===== config.mk =====
export PLATFORM = sky130hd
export DESIGN_NAME = frame_ones_counter
export DESIGN_NICKNAME = d
export VERILOG_FILES = /design/src/rtl/frame_ones_pkg.sv /design/src/rtl/ones_count3.sv /design/src/rtl/frame_ones_counter.sv
export SDC_FILE = /design/constraint.sdc
export NUM_CORES = 1
export LEC_CHECK = 0
export ABC_AREA = 1
export BUFFER_PORTS_ARGS = -buffer_cell sky130_fd_sc_hd__buf_2
export CAP_MARGIN = 20
export CORE_UTILIZATION = 41
export CTS_CLUSTER_DIAMETER = 120
export DETAILED_ROUTE_END_ITERATION = 12
export PLACE_DENSITY = 0.71
export SLEW_MARGIN = 15
export SYNTH_ARGS = -nofsm -noshare
export SYNTH_HDL_FRONTEND = slang
export SYNTH_HIERARCHICAL = 1
export SYNTH_SLANG_ARGS = --single-unit

===== constraint.sdc =====
create_clock -name clk -period 3.8 [get_ports clk]
set_clock_uncertainty 0.2 [all_clocks]
set_input_delay 0.76 -clock clk [delete_from_list [all_inputs] [get_ports clk]]
set_output_delay 0.76 -clock clk [all_outputs]
set_load 0.02 [all_outputs]

===== src/rtl/frame_ones_pkg.sv =====
// Shared types and helpers for the per-frame ones-counting stage.
// Holds the FSM state encoding, a 3-bit popcount and the counter-width formula.
package frame_ones_pkg;

    typedef enum logic {
        ACCUM = 1'b0,
        HOLD  = 1'b1
    } state_t;

    function automatic logic [1:0] popcount3(input logic [2:0] bits);
        return {1'b0, bits[0]} + {1'b0, bits[1]} + {1'b0, bits[2]};
    endfunction

    // Number of bits needed to represent every value in 0..max_val.
    function automatic int width_for(input int max_val);
        return $clog2(max_val + 1);
    endfunction

endpackage


===== src/rtl/ones_count3.sv =====
// Combinational 3-input ones counter: a full adder whose {carry, sum}
// is the number of set input bits.
module ones_count3 (
    input  logic [2:0] bits,
    output logic [1:0] count
);

    assign count[0] = ^bits;
    assign count[1] = (bits[0] & bits[1]) | (bits[0] & bits[2]) | (bits[1] & bits[2]);

endmodule


===== src/rtl/frame_ones_counter.sv =====
// Accumulates the popcount of 3-bit words over a frame of up to FRAME_WORDS
// words and hands one registered result per frame downstream.
module frame_ones_counter
    import frame_ones_pkg::*;
#(
    parameter  int FRAME_WORDS = 8,
    localparam int CNT_W       = width_for(3 * FRAME_WORDS),
    localparam int WRD_W       = width_for(FRAME_WORDS)
) (
    input  logic             clk,
    input  logic             rst,
    input  logic             in_valid,
    output logic             in_ready,
    input  logic [2:0]       in_data,
    input  logic             in_last,
    output logic             out_valid,
    input  logic             out_ready,
    output logic [CNT_W-1:0] out_count,
    output logic [WRD_W-1:0] out_words,
    output logic             out_major
);

    localparam int MAJ_W = CNT_W + 1;

    state_t             state_reg, state_next;
    logic [CNT_W-1:0]   acc_reg, acc_next;
    logic [WRD_W-1:0]   wcnt_reg, wcnt_next;
    logic               out_valid_reg, out_valid_next;
    logic [CNT_W-1:0]   out_count_reg, out_count_next;
    logic [WRD_W-1:0]   out_words_reg, out_words_next;
    logic               out_major_reg, out_major_next;

    logic [1:0]         word_ones;
    logic [CNT_W-1:0]   acc_sum;
    logic [WRD_W-1:0]   wcnt_inc;
    logic               frame_end;
    logic               accept;
    logic               major_calc;

    ones_count3 u_ones_count3 (
        .bits  (in_data),
        .count (word_ones)
    );

    assign in_ready   = (state_reg == ACCUM) && !rst;
    assign accept     = in_valid && (state_reg == ACCUM);
    assign acc_sum    = acc_reg + CNT_W'(word_ones);
    assign wcnt_inc   = wcnt_reg + WRD_W'(1);
    assign frame_end  = in_last || (wcnt_reg == WRD_W'(FRAME_WORDS - 1));
    // Strict majority: set bits exceed half of the 3*words bits in the frame.
    assign major_calc = (MAJ_W'(acc_sum) << 1) > (MAJ_W'(wcnt_inc) * MAJ_W'(3));

    always_comb begin
        state_next     = state_reg;
        acc_next       = acc_reg;
        wcnt_next      = wcnt_reg;
        out_valid_next = out_valid_reg;
        out_count_next = out_count_reg;
        out_words_next = out_words_reg;
        out_major_next = out_major_reg;
        case (state_reg)
            ACCUM: begin
                if (accept) begin
                    if (frame_end) begin
                        out_count_next = acc_sum;
                        out_words_next = wcnt_inc;
                        out_major_next = major_calc;
                        out_valid_next = 1'b1;
                        acc_next       = '0;
                        wcnt_next      = '0;
                        state_next     = HOLD;
                    end else begin
                        acc_next  = acc_sum;
                        wcnt_next = wcnt_inc;
                    end
                end
            end
            HOLD: begin
                if (out_ready) begin
                    out_valid_next = 1'b0;
                    state_next     = ACCUM;
                end
            end
            default: state_next = ACCUM;
        endcase
    end

    always_ff @(posedge clk) begin
        if (rst) begin
            state_reg     <= ACCUM;
            acc_reg       <= '0;
            wcnt_reg      <= '0;
            out_valid_reg <= 1'b0;
            out_count_reg <= '0;
            out_words_reg <= '0;
            out_major_reg <= 1'b0;
        end else begin
            state_reg     <= state_next;
            acc_reg       <= acc_next;
            wcnt_reg      <= wcnt_next;
            out_valid_reg <= out_valid_next;
            out_count_reg <= out_count_next;
            out_words_reg <= out_words_next;
            out_major_reg <= out_major_next;
        end
    end

    assign out_valid = out_valid_reg;
    assign out_count = out_count_reg;
    assign out_words = out_words_reg;
    assign out_major = out_major_reg;

endmodule


==> results of run 1 <==
## how the worst max path moves through the flow
stage | startpoint | cells past startpoint | end
2_1_floorplan | in_data[0] | 12 | out_major
3_5_place_dp | in_data[0] | 13 | out_major
3_3_place_gp | in_data[0] | 13 | out_major
4_1_cts | in_data[0] | 12 | out_major
6_report | in_data[0] | 12 | out_major
5_1_grt | in_data[0] | 13 | out_major
## power breakdown
group	switching (uW)	leakage [uW]	internal (uW)
registers	6.10	0.000171	229
clock network	61.9	0.0000150	40.8
logic	56.4	0.000439	30.6
## metrics by stage
step	util, %	hold WS (ns)	std cells	cell area (um^2)
global placement	49.3	0.252	193	1260
CTS	50.3	0.277	197	1290
finish	50.3	0.274	197	1290
global route	50.3	0.294	197	1290
floorplan	-	0.248	148	1160
detailed placement	49.3	0.259	193	1260
## logic make-up (layout without fill, tap and decap cells)
family | Yosys count | after routing | share of synthesized area, %
flops | 21 | 21 | 36.2
fa+ha+maj | 14 | 14 | 17.0
simple gates | 55 | 55 | 20.5
xor+xnor | 6 | 6 | 4.52
compound gates | 31 | 31 | 13.8
buf+inv | 21 | 40 | 8.07
## layout make-up
| type | count | area, um^2 |
|---|---|---|
| Clock buffer | 4 | 26.3 |
| Tap cell | 30 | 37.5 |
| Sequential cell | 21 | 420 |
| Inverter | 17 | 63.8 |
| Timing Repair Buffer | 19 | 95.1 |
| Multi-Input combinational cell | 106 | 648 |
| Fill cell | 259 | 1280 |
## metal layers
metal	wire length (um)	vias to the layer above
met4	0	0
met3	109	0
li1	-	514
met1	1020	460
met2	1220	19
met5	0	-
## critical path: stages
cell     delay (ns)
buf_2          0.11
fa_1           0.47
ha_1           0.22
fa_1           0.41
nand3_1        0.12
xor2_1         0.25
ha_1           0.29
nand2_1        0.09
nor2_1         0.06
nand3_1        0.10
nand3_2        0.08
a21oi_1        0.14
## cell usage in the layout, fill, tap and decap left out
master / count
clkbuf_4: 3
inv_1: 16
buf_2: 19
nand2_4: 1
fa_1: 3
dfxtp_1: 21
nand3b_1: 1
o21ai_0: 7
clkbuf_1: 1
a22oi_1: 2
a21oi_1: 22
xor2_1: 4
nand2_1: 39
nor2_2: 1
nand2_2: 1
xnor2_1: 2
nand3_1: 7
nand3_2: 1
ha_1: 11
inv_2: 1
nor2_1: 4
## Yosys cell counts
| cell type | count | share of area (%) |
|---|---|---|
| clkbuf_1 | 2 | 0.65 |
| nand3b_1 | 1 | 0.65 |
| nand2_4 | 1 | 0.97 |
| fa_1 | 3 | 5.2 |
| dfxtp_1 | 21 | 36 |
| nor2_2 | 1 | 0.54 |
| a21oi_1 | 22 | 9.5 |
| nand3_1 | 7 | 3.0 |
| inv_1 | 16 | 5.2 |
| nor2_1 | 4 | 1.3 |
| inv_2 | 1 | 0.32 |
| nand3_2 | 1 | 0.86 |
| xor2_1 | 4 | 3.0 |
| o21ai_0 | 7 | 3.0 |
| nand2_2 | 1 | 0.54 |
| buf_6 | 2 | 1.9 |
| xnor2_1 | 2 | 1.5 |
| nand2_1 | 39 | 13 |
| a22oi_1 | 2 | 1.3 |
| ha_1 | 11 | 12 |
==> results.cfg, run 1 <==
[status]
status = finished, final reports clean

[yosys]
seq_area_frac_synth_pct = 36.2
syn_avg_cell_area_um2 = 7.85
ys_seq_elements = 21
syn_nets = 170
synthCells = 148
yosysWarnings = 6
netlist_area_um2 = 1160
synthDistinctLibCells = 20

[routing]
wl_per_cell_um = 11.9
firstDrtPassIters = 4
drt_iter0_drc = 29
wirelength_um = 2340
drtAntennaViolNets = 0
remaining_drc_errors = 0
via_count = 993
vias_per_cell = 5.04

[clock_network]
cts.clk_slew.worst_paths_ns = 0.11
hold_buffers = 0
postCtsSetupBuffers = 0
cts_tree = built
clk_latency_ns = 0.29
cts_resized = 0
htreeDepth = 1
cts-root-buf = clkbuf_4
ctsLongestPathBuffers = 2
cts.sinks = 21
numCtsBuffers = 3

[finish]
area_growth_pct = 11.1
n_antenna_cell = 0
nets = 190
layout-drive-gt1-share_pct = 16.2

[placement]
hpwlAfterDp_um = 1860
portBuffers = 19
gp_congestion = 0.831
pre_cts_ws_ns = 0.453

[floorplan]
rows = 18
die_w_um = 55.2
die_y_um = 55.2
num_io_pins = 20
dieArea_um2 = 3050
core_um2 = 2570
start_util_pct = 45.3

[global_route]
grt_pass1_vias = 952
gr-total-overflow = 0
grt_max_degree = 18
use_met1_pct = 19.1
busiest_layer = met2
grt_use_met2_pct = 30.1
track_usage_pct = 16.6
grt_antenna_before_repair = 0
use_met3_pct = 4.45
grt_first_pass_wirelength_um = 4070

[timing]
worst_pin_slew_ns = 0.489
fin_crit_ns = 3.05
fin_ws_ns = 0.747
finalHoldViolCount = 0
drv_slew = 0
tns_ns = 0
fin_crit_sh_pct = 80.3
slew_headroom_pct = 67.3
fmax_mhz = 328
rsz0062_at_grt = false
setup_viol = 0

[critical_path]
reg2reg_from = wcnt_reg[0]
start_kind = input port
criticalPathCategory = in2reg
r2r-end = out_major
rrSetupSlack_ns = 0.94
required_ns = 3.83
crit_arrival_ns = 3.08
endpoint_kind = flop
r2r_cells = 13
cp_max_fo = 3

[power]
vdd_drop_max_v = 0.000315
power.total_uw = 425
power.density_nw_per_um2 = 329
leakage_uw = 0.000625

[hold_path]
min_from = out_count[2]
hp-class = reg2reg
hold_depth = 2
hold_end = out_count[2]

[flow_run]
maxCapViolations = 0
Note: power is estimated with default switching activity, not from simulation.
==> run 2, diff against run 1 <==
Settings changed: ABC_AREA 1 to 0, PLACE_DENSITY 0.71 to 0.74.
Clock period 3.8 ns to 2.8 ns, I/O delays scaled along.
==> results.cfg, run 2 <==
[finish]
fin_util_pct = 56.0
layout-drive-gt1-share_pct = 31.5
nets = 172
area_growth_pct = 24.6
mostFrequentLayoutCells = 20 x nor2_1, 19 x dfxtp_1, 19 x buf_2
final_cells = 179
n_antenna_cell = 0
final_common_cell = nor2_1

[timing]
slew_headroom_pct = 58.3
fin_crit_sh_pct = 99.9
setup_viol = 0
fmax_mhz = 358
rsz0062_at_grt = true
worst_pin_slew_ns = 0.626
drv_slew = 0
finalHoldViolCount = 0
fin_crit_ns = 2.80

[flow_run]
maxCapViolations = 0

[critical_path]
crit_chain = buf_2, fa_2, ha_4, fa_2, nand3_2, xnor2_2, ha_1, nand4_1, o221ai_2, o311ai_1, a21oi_1
endpoint_kind = flop
crit_path_max_incr_delay_ns = 0.48
critical_path_buf_inv_count = 1
crit_arrival_ns = 2.85
critical_path.top_delay_family = adder cells
cp_slowest_cell = fa_2
crit_cells = 11
start_kind = input port
cp_common_cell = fa_2
cp_max_fo = 3
r2r_cells = 12
criticalPathCategory = in2reg
required_ns = 2.85

[power]
p_switching_uw = 186
intPower_uw = 430
vdd_drop_max_v = 0.000336
p_sw_share_pct = 30.3
combPwrFrac_pct = 23.0
p_clk_share_pct = 24.5
power.density_nw_per_um2 = 432
leakage_uw = 0.000662
seqPwrFrac_pct = 52.5

[clock_network]
ctsLongestPathBuffers = 2
cts_tree = built
cts.sinks = 21
numCtsBuffers = 3
cts-root-buf = clkbuf_4
htreeDepth = 1
clk_latency_ns = 0.32
cts.clk_slew.worst_paths_ns = 0.12

[floorplan]
start_util_pct = 44.9
dieArea_um2 = 3000
die_y_um = 54.8
core_um2 = 2540
num_io_pins = 20
rows = 18
die_w_um = 54.8

[yosys]
netlist_area_um2 = 1140
async_flop_share_pct = 0
syn_nets = 143
yosys_most_used_dff = dfxtp_1
yosysWarnings = 6
netlist_top_cells_count = 21 x dfxtp_1, 20 x nor2_1, 11 x ha_1
yosysMostFrequentCell = dfxtp_1
synthDistinctLibCells = 30
yosys.area.top_type = dfxtp_1
synth_top_area_share_pct = 36.8
syn_avg_cell_area_um2 = 9.45
seq_area_frac_synth_pct = 36.8
synth_area_leaders = dfxtp_1 37%, ha_1 12%, nor2_1 6.6%, fa_1 5.3%, xnor2_1 4.6%
synthCells = 121
synth-edff-count = 0
ys_seq_elements = 21

[routing]
via_count = 979
drt_iter0_drc = 13
wl_met3_um = 78
drtAntennaViolNets = 0
wl_met2_um = 1250
drt-met1-wl_um = 1170
wl_per_cell_um = 14.4
remaining_drc_errors = 0
topRoutingLayerUsed = met4
firstDrtPassIters = 5
vias_per_cell = 5.47
wirelength_um = 2570

[placement]
portBuffers = 19
hpwlAfterDp_um = 1830
dp.cells = 174
gp_congestion = 0.849

[hold_path]
hp-class = reg2reg
hold_depth = 2

[global_route]
gr-total-overflow = 0
grt_first_pass_wirelength_um = 4020
track_usage_pct = 19.4
grt_max_degree = 24
grt_antenna_before_repair = 0
grt_pass1_vias = 943

[status]
status = finished, final reports clean
-- run 2: cell types whose count changed in the layout (fill, tap and decap cells not counted), moves of 3 or more --
| cell | delta |
|---|---|
| a211oi_1 | +5 |
| a21oi_1 | -15 |
| a22oi_1 | +4 |
| buf_4 | +10 |
| ha_1 | -3 |
| ha_4 | +3 |
| inv_1 | -11 |
| mux2i_1 | +5 |
| nand2_1 | -35 |
| nand3_1 | -6 |
| nor2_1 | +16 |
| o21ai_0 | -6 |
-- run 2: stage by stage --
step	cell area, um^2	hold WS [ns]	TNS, ns	power (uW)	setup WS [ns]
after floorplan	1160	0.280	-0.0300	418	-0.0300
after global placement	1330	0.243	-0.211	454	-0.211
after detailed placement	1330	0.258	-0.296	460	-0.296
after CTS	1360	0.276	0	611	0.0106
after global routing	1430	0.291	-0.144	649	-0.144
final	1430	0.273	0	616	0.00413
-- run 2: layout make-up --
| cell class | count | area, um^2 |
|---|---|---|
| Inverter | 6 | 22.5 |
| Clock buffer | 3 | 22.5 |
| Tap cell | 30 | 37.5 |
| Clock inverter | 1 | 5.00 |
| Multi-Input combinational cell | 89 | 742 |
| Fill cell | 233 | 1120 |
| Timing Repair Buffer | 29 | 170 |
| Sequential cell | 21 | 425 |
-- run 2: logic make-up after synthesis --
| logic type | Yosys count | synth area share, % |
|---|---|---|
| AO/OA/AOI/OAI | 27 | 16.1 |
| XOR/XNOR | 8 | 6.13 |
| adder cells (fa/ha/maj) | 14 | 17.3 |
| buffers and inverters | 11 | 5.03 |
| flip-flops | 21 | 36.8 |
| multiplexers | 5 | 4.38 |
| AND/OR/NAND/NOR | 35 | 14.3 |
-- run 2: final timing paths --
check	endpoint	slack (ns)	from
max	out_major	0.004	in_data[0]
min	out_valid	0.27	out_valid
max reg2reg	out_major	0.05	wcnt_reg[1]
min reg2reg	out_valid	0.27	out_valid
-- run 2: metal layers --
layer / vias to the layer above / track usage (%)
met4: 0 / 12.0
met3: 7 / 3.33
li1: 480 / -
met5: - / 0
met2: 23 / 32.1
met1: 469 / 23.1
-- run 2: power groups by stage --
stage | Combinational [uW] | Sequential (uW) | Clock [uW]
3_5_place_dp | 131 | 329 | 0
6_report | 142 | 323 | 151
5_1_grt | 158 | 326 | 165
3_3_place_gp | 126 | 328 | 0
2_1_floorplan | 77.8 | 341 | 0
4_1_cts | 131 | 323 | 158
-- run 2: timing repair --
item                                    4_1_cts  5_1_grt
setup buffers                                 0        1
gates resized for setup                       2       11
endpoints found under the setup margin        1        1
pin swaps                                     1        5
hold buffers                                  0        0
cloned                                        0        0
-- run 2: tightest hold or removal path, stage by stage, from the launching register on --
cell and delay [ns]:
dfxtp_1 0.33, nand2_1 0.05, a21oi_1 0.06
